===== config.mk =====
export PLATFORM = sky130hd
export DESIGN_NAME = yacc_result_logger
export DESIGN_NICKNAME = d
export VERILOG_FILES = /design/src/rtl/yacc_result_logger.sv
export SDC_FILE = /design/constraint.sdc
export NUM_CORES = 2
export LEC_CHECK = 0
export BUFFER_PORTS_ARGS = -buffer_cell sky130_fd_sc_hd__clkbuf_2
export CORE_MARGIN = 5
export CORE_UTILIZATION = 25
export CTS_BUF_LIST = sky130_fd_sc_hd__clkbuf_2 sky130_fd_sc_hd__clkbuf_4 sky130_fd_sc_hd__clkbuf_8
export DETAILED_ROUTE_END_ITERATION = 16
export PLACE_DENSITY = 0.44
export SLEW_MARGIN = 15
export SYNTH_ARGS = -nofsm -noshare
export SYNTH_HDL_FRONTEND = slang
export SYNTH_SLANG_ARGS = --single-unit

===== constraint.sdc =====
create_clock -name clock -period 6.8 [get_ports clock]
set_input_delay 1.36 -clock clock [delete_from_list [all_inputs] [get_ports clock]]
set_output_delay 1.36 -clock clock [all_outputs]
set_load 0.01 [all_outputs]

===== src/rtl/yacc_result_logger.sv =====
// Result-side logger for the YACC compressed cache: buffers per-access outcome
// records in a first-word fall-through FIFO and keeps saturating hit/miss statistics.
module yacc_result_logger #(
  parameter int unsigned ADDR_W       = 32,
  parameter int unsigned ENTRY_W      = 8,
  parameter int unsigned CNT_W        = 32,
  parameter int unsigned DEPTH        = 16,
  parameter bit          DROP_ON_FULL = 1'b0
) (
  input  logic                     clock,
  input  logic                     reset_n,
  input  logic                     acc_valid,
  output logic                     acc_ready,
  input  logic [ADDR_W-1:0]        acc_addr,
  input  logic                     acc_hit,
  input  logic [ENTRY_W-1:0]       acc_entry,
  input  logic                     clear,
  output logic                     rec_valid,
  input  logic                     rec_ready,
  output logic [CNT_W-1:0]         rec_seq,
  output logic [ADDR_W-1:0]        rec_addr,
  output logic                     rec_hit,
  output logic [ENTRY_W-1:0]       rec_entry,
  output logic [$clog2(DEPTH):0]   fill,
  output logic [CNT_W-1:0]         total_cnt,
  output logic [CNT_W-1:0]         hit_cnt,
  output logic [CNT_W-1:0]         miss_cnt,
  output logic [CNT_W-1:0]         drop_cnt
);

  localparam int unsigned AW    = $clog2(DEPTH);
  localparam int unsigned PW    = AW + 1;
  localparam int unsigned REC_W = CNT_W + ADDR_W + 1 + ENTRY_W;

  logic [REC_W-1:0]   r_mem [DEPTH];
  logic [PW-1:0]      r_wr_ptr;
  logic [PW-1:0]      r_rd_ptr;
  logic [CNT_W-1:0]   r_seq;
  logic [CNT_W-1:0]   r_total;
  logic [CNT_W-1:0]   r_hit;
  logic [CNT_W-1:0]   r_miss;
  logic [CNT_W-1:0]   r_drop;

  logic               w_full;
  logic               w_empty;
  logic               w_accept;
  logic               w_push;
  logic               w_drop;
  logic               w_pop;
  logic [CNT_W-1:0]   w_seq_base;
  logic [CNT_W-1:0]   w_seq_nxt;
  logic [CNT_W-1:0]   w_total_nxt;
  logic [CNT_W-1:0]   w_hit_nxt;
  logic [CNT_W-1:0]   w_miss_nxt;
  logic [CNT_W-1:0]   w_drop_nxt;
  logic [REC_W-1:0]   w_head;
  logic [CNT_W-1:0]   w_h_seq;
  logic [ADDR_W-1:0]  w_h_addr;
  logic               w_h_hit;
  logic [ENTRY_W-1:0] w_h_entry;

  function automatic logic [CNT_W-1:0] sat_inc(input logic [CNT_W-1:0] v);
    return (&v) ? v : v + CNT_W'(1);
  endfunction

  // Full/empty come from registered pointers only, so acc_ready never sees acc_valid.
  assign w_full    = (r_wr_ptr[AW-1:0] == r_rd_ptr[AW-1:0]) && (r_wr_ptr[AW] != r_rd_ptr[AW]);
  assign w_empty   = (r_wr_ptr == r_rd_ptr);
  assign acc_ready = DROP_ON_FULL ? 1'b1 : !w_full;
  assign w_accept  = acc_valid && acc_ready;
  assign w_push    = w_accept && !w_full;
  assign w_drop    = w_accept && w_full;
  assign w_pop     = !w_empty && rec_ready;

  // Clear applies first so a same-cycle accept lands on zeroed counters.
  always_comb begin
    w_seq_base  = clear ? '0 : r_seq;
    w_seq_nxt   = w_seq_base;
    w_total_nxt = clear ? '0 : r_total;
    w_hit_nxt   = clear ? '0 : r_hit;
    w_miss_nxt  = clear ? '0 : r_miss;
    w_drop_nxt  = clear ? '0 : r_drop;
    if (w_accept) begin
      w_seq_nxt   = w_seq_base + CNT_W'(1);
      w_total_nxt = sat_inc(w_total_nxt);
      if (acc_hit) w_hit_nxt  = sat_inc(w_hit_nxt);
      else         w_miss_nxt = sat_inc(w_miss_nxt);
      if (w_drop)  w_drop_nxt = sat_inc(w_drop_nxt);
    end
  end

  always_ff @(posedge clock or negedge reset_n) begin
    if (!reset_n) begin
      r_wr_ptr <= '0;
      r_rd_ptr <= '0;
      r_seq    <= '0;
      r_total  <= '0;
      r_hit    <= '0;
      r_miss   <= '0;
      r_drop   <= '0;
    end else begin
      if (w_push) r_wr_ptr <= r_wr_ptr + PW'(1);
      if (w_pop)  r_rd_ptr <= r_rd_ptr + PW'(1);
      r_seq   <= w_seq_nxt;
      r_total <= w_total_nxt;
      r_hit   <= w_hit_nxt;
      r_miss  <= w_miss_nxt;
      r_drop  <= w_drop_nxt;
    end
  end

  // Record storage needs no reset; unread slots are masked by the empty flag.
  always_ff @(posedge clock) begin
    if (w_push) r_mem[r_wr_ptr[AW-1:0]] <= {w_seq_base, acc_addr, acc_hit, acc_entry};
  end

  assign w_head = r_mem[r_rd_ptr[AW-1:0]];
  assign {w_h_seq, w_h_addr, w_h_hit, w_h_entry} = w_head;

  assign rec_valid = !w_empty;
  assign rec_seq   = w_empty ? '0 : w_h_seq;
  assign rec_addr  = w_empty ? '0 : w_h_addr;
  assign rec_hit   = w_empty ? 1'b0 : w_h_hit;
  assign rec_entry = w_empty ? '0 : w_h_entry;
  assign fill      = r_wr_ptr - r_rd_ptr;
  assign total_cnt = r_total;
  assign hit_cnt   = r_hit;
  assign miss_cnt  = r_miss;
  assign drop_cnt  = r_drop;

endmodule


### Word-level counts from Yosys, hierarchy flattened

Memory sizes are Yosys's and may differ from the RTL's.
Cells that the tools add are included.

| operators by class | value |
|---|---|
| add/sub/neg operators | 8 |
| reductions and logical operators | 11 |
| equal/unequal tests | 3 |
| mux-type cells | 23 |

Operators by type and width:

| operator | number |
|---|---|
| $mux 32 | 19 |
| $add 32x1->32 const B | 5 |
| $reduce_and 32->1 | 4 |
| $add 5x1->5 const B | 2 |
| $mux 8 | 1 |
| $eq 5x5->1 | 1 |
| $logic_and 1x1->1 | 5 |
| $sub 5x5->5 | 1 |
| $eq 4x4->1 | 1 |
| $mux 1 | 3 |
| $logic_not 1->1 | 2 |
| $ne 1x1->1 | 1 |

| storage, ports and cells | value |
|---|---|
| bits in registers | 170 |
| logic and storage cells | 53 |
| memories kept | 1 |
| output and inout bits | 208 |
| bits in writable memories | 1,168 |

Memory list:

| name | words | bits a word | read ports | clocked after Yosys merged registers in | write ports | line | RTL |
|---|---|---|---|---|---|---|---|
| r_mem | 16 | 73 | 1 | 0 | 1 | 35 | `logic [REC_W-1:0] r_mem [DEPTH];` |

### Depth between registers and ports, before layout

| depth | value |
|---|---|
| depth after elaboration | 7 |
| depth in mapped cells | 13 |
| depth with buffers taken out | 7 |

### Worst setup path after synthesis

Ideal clock, no wire load.

| path | value |
|---|---|
| path kind | register -> register |
| from | register r_rd_ptr[1] |
| to | memory r_mem[12][0] in the netlist's numbering, enable pin |
| arrival | 4.633 ns |
| path buffers | 7 |
| data required time | 6.363 ns |
| setup time | 0.437 ns |
| cell stages (with the launch flop) | 13 |
| clock period less this slack | 5.070 ns |
| path slack | 1.730 ns |
| path through | dfrtp_1 clkbuf_1 clkbuf_1 clkbuf_1 inv_1 ha_1 and4_1 buf_2 a21oi_1 buf_2 clkbuf_1 buf_1 and4_1 |

| between the ends | value |
|---|---|
| word-level cells in the longest chain between the ends | 7 |

Ends and longest elaborated chain:

| what | line | RTL |
|---|---|---|
| from (decl) | 37 | `logic [PW-1:0] r_rd_ptr;` |
| from (signal assigned) | 103 | `if (w_pop) r_rd_ptr <= r_rd_ptr + PW'(1);` |
| $eq 4x4->1 * | 67 | `assign w_full = (r_wr_ptr[AW-1:0] == r_rd_ptr[AW-1:0]) && (r_wr_ptr[AW] != r_rd_ptr[AW]);` |
| $logic_and 1x1->1 * | 67 |  |
| $logic_not 1->1 * | 69, 71 |  |
| $logic_and 1x1->1 | 70 | `assign w_accept = acc_valid && acc_ready;` |
| $logic_and 1x1->1 * | 71 | `assign w_push = w_accept && !w_full;` |
| $mux 1 * | 114 | `if (w_push) r_mem[r_wr_ptr[AW-1:0]] <= {w_seq_base, acc_addr, acc_hit, acc_entry};` |
| $mux 1 (implied by the code) * | 114 |  |
| to (decl) | 35 |  |

Every way passes the cells marked *; elsewhere a longest branch is shown, timed or not.

### Worst setup path after layout

| path | value |
|---|---|
| from | register r_rd_ptr[1] |
| to | output port rec_seq[4] |

| between the ends | value |
|---|---|
| word-level cells in the longest chain between the ends | 2 |
| elaborated cells on any way between the ends | 3 |
| those cells by class | eq/ne: 1; mux: 1; memory: 1 |

Ends and longest elaborated chain:

| what | line | RTL |
|---|---|---|
| $mem_v2 16x73 / $eq 5x5->1 (equally long branches) | n/a |  |
| $mux 32 * | 121 | `assign rec_seq = w_empty ? '0 : w_h_seq;` |
| to (decl) | 20 | `output logic [CNT_W-1:0] rec_seq,` |

Marks and branches as above.

==> flow_summary.ini <==
[synthesis]
synth_area_leader_cell = edfxtp_1
synthesis.area_um2 = 53300
yosys_register_bits = 1338
ys_seq_area_frac = 0.738
yosys-top-cells-area = edfxtp_1 (66%), mux4_2 (15%), dfrtp_1 (8.0%)
synthDistinctLibCells = 62
synth_async_sr_flop_share = 0.127
yosys_warnings = 0
post_synthesis_net_count = 2699
synthDominantCellAreaShare = 0.658
post_synth_edffs = 1168
synth-main-ff-cell = edfxtp_1
post_synth.cell_area_avg_um2 = 20.2
synthesis.instances = 2639

[layout]
areaGrowthSynthToFinish_pct = 17.8
design.final.nets = 3093
final_util = 0.296
drive_above_1_share = 0.342

[drt]
drtAntennaViolNets = 0
remaining_design_rule_violation_count = 0
routed_via_density = 4.46
finalWirelength_um = 145000
drt_iter0_drc = 2124
drt_pass1_iterations = 5
num_vias = 27000
wire_per_inst_um = 24.0

[clock_network]
path_clk_slew_ns = 0.06
tritoncts = built
cts_hold_buffers = 0
clock-root-buffer = clkbuf_8
cts_made_buffers = 224
clock_insertion_delay_worst_skew_ns = 0.95
clkSinkCount = 1338
postCtsResizedCells = 0
ctsLongestPathBuffers = 3
h-tree-depth = 4
postCtsSetupBuffers = 0

[power]
p_leak_nw = 21.1
p_per_area_nw_per_um2 = 386
ir_worst_vdd_mv = 0.265

[floorplan]
floorplan.initialDensity = 0.251
ioPinCount = 254
die_width_um = 472
floorplan.rows = 169
fp.dieH_um = 472
die_area_um2 = 223000
design.core.area_um2 = 212000

[placed_design]
numPortBuffers = 253
pre_cts_slack_ns = 2.08
dp_hpwl_um = 76400
gp_congestion = 0.722

[sta]
worstMarginPinSlew_ns = 1.16
fmax_ghz = 0.184
fin_hold_ws_ns = 0.442
finalClockSkew_ns = 0.0835
post-route-min-period_ns = 5.45
timing_hold_violations_final = 0
final_setup_violating_endpoints = 0
final.setup.worst_slack_ns = 1.35
post-route-period-util = 0.801
timing.max_slew.rel_slack = 0.228
unrepaired_setup_endpoints_after_global_routing = false
totalNegativeSetupSlack_ns = 0
maxSlewViolCount = 0

[global_routing]
grt.total_usage = 0.128
grt_remaining_overflow = 0
antenna_found_initial = 17
grt.met3_usage = 0.0362
groute.layer.met1.usage = 0.173
m2_gr_usage = 0.207
grt_start_max_net_pins = 148
gr-max-usage-layer = met2
via_count_of_the_first_global_routing_pass = 29200
grt_pass1_wl_um = 210000

[worst_setup_path]
reg2reg_depth = 7
critical_path_required_ns = 5.44
cp.arrival_ns = 4.09
critical_path_endpoint_category = primary output
worst-setup-path-type = reg2out
worst-path-max-fanout = 63
cp-start-kind = register

[flow_run]
maxCapViolCount = 0

[worst_hold_path]
min-delay-path-class = in2async

[run_status]
status = complete, no violations
==> cells in the mapped netlist, types with 3 or more instances <==
cell type and count:
mux4_2 365, nand4_1 39, a21oi_1 39, and4_1 16, or2_2 4, nand4b_1 9, nand2b_1 32, or3_1 17
and3_1 20, nor2b_1 95, a31o_2 3, nor3_1 23, ha_1 13, mux2_2 18, xor2_1 21, and3b_1 3
dfrtp_1 170, buf_2 40, xnor2_1 51, mux2i_1 4, and2_1 89, clkbuf_1 80, nor2_1 53, nor4_2 3
or4_1 20, nand3_1 41, nor4_1 22, a21o_1 3, nor3b_1 3, and4b_1 3, nand2_1 63, edfxtp_1 1168
mux2_1 5, nor4b_1 3, o31ai_1 17, o21ai_0 18, inv_1 23, buf_1 13
==> critical path, cell delays in order, from the launching register on <==
cell	delay (ns)
dfrtp_4	0.86
buf_4	0.87
mux4_2	0.41
mux4_2	0.55
and2_1	0.24
clkbuf_2	0.16
==> state kept, by name (all words and copies together), names as in the netlist <==
register	cells
total_cnt	32
r_mem	1168
miss_cnt	32
hit_cnt	32
drop_cnt	32
r_rd_ptr	5
r_seq	32
r_wr_ptr	5
==> routing by layer <==
layer | share of wire | wire (µm) | up-vias
met3 | 0.064 | 9300 | 200
met2 | 0.47 | 68700 | 769
met4 | 0.016 | 2270 | 6
met5 | 0.00020 | 29 | -
li1 | - | - | 11600
met1 | 0.45 | 64800 | 14400
==> path summary, 6_finish.rpt <==
check / start / end / slack [ns]
worst max-delay path: r_rd_ptr[1] / rec_seq[4] / 1.35
worst min register to register: drop_cnt[18] / drop_cnt[18] / 0.50
min in group clock: drop_cnt[18] / drop_cnt[18] / 0.50
max in group asynchronous: reset_n / drop_cnt[19] / 5.32
worst max register to register: r_rd_ptr[2] / r_mem[2][13] / 2.34
worst min-delay path: reset_n / miss_cnt[25] / 0.44
==> report_power, final <==
part	leakage [nW]	switching, mW	internal [mW]
sequential	13.2	0.341	9.66
combinational	5.46	3.87	3.16
clock	2.39	3.41	3.83
total	21.1	7.62	16.7
==> per-stage QoR <==
step	area [µm²]	cells	power, mW
finish	62800	6048	24.3
global route	62800	6046	25.6
CTS	62800	6044	24.9
detailed placement	58200	5628	17.5
global placement	58200	5628	17.6
floorplan	53300	2639	14.5
==> cell type report <==
cell class                      instances  area [µm²]
Antenna cell                            4        10.0
Timing Repair Buffer                  303        1880
Inverter                               23        93.8
Clock buffer                          303        3740
Fill cell                           20800      149000
Tap cell                             2821        3530
Clock inverter                        113         783
Sequential cell                      1338       39300
Multi-Input combinational cell       1143       13400
==> cells by family after synthesis <==
family,share of synthesized area
buffers and inverters,0.0123
DFF,0.738
muxes,0.160
AOI/OAI and AO/OA,0.0112
adders and majority gates,0.00343
xor gates and xnor gates,0.0118
and+or+nand+nor,0.0637
==> placed cells by master, fill, tap and decap left out, types with 17 or more instances in the layout <==
| master | instances |
|---|---|
| clkinv_1 | 63 |
| or3_1 | 17 |
| clkbuf_2 | 251 |
| and2_1 | 81 |
| xor2_1 | 21 |
| mux2_2 | 18 |
| nand3_1 | 41 |
| clkbuf_4 | 69 |
| nor2b_1 | 79 |
| or4_1 | 20 |
| a21oi_1 | 38 |
| buf_4 | 32 |
| dfrtp_1 | 167 |
| o21ai_0 | 18 |
| nand2_1 | 62 |
| mux4_2 | 365 |
| nor4_1 | 22 |
| clkinv_2 | 29 |
| nor3_1 | 23 |
| nand4_1 | 39 |
| xnor2_1 | 51 |
| inv_1 | 22 |
| nor2_1 | 53 |
| edfxtp_1 | 1168 |
| buf_12 | 18 |
| clkbuf_8 | 235 |
| o31ai_1 | 17 |
| nand2b_1 | 32 |
Note: power is estimated with default switching activity, not from simulation.
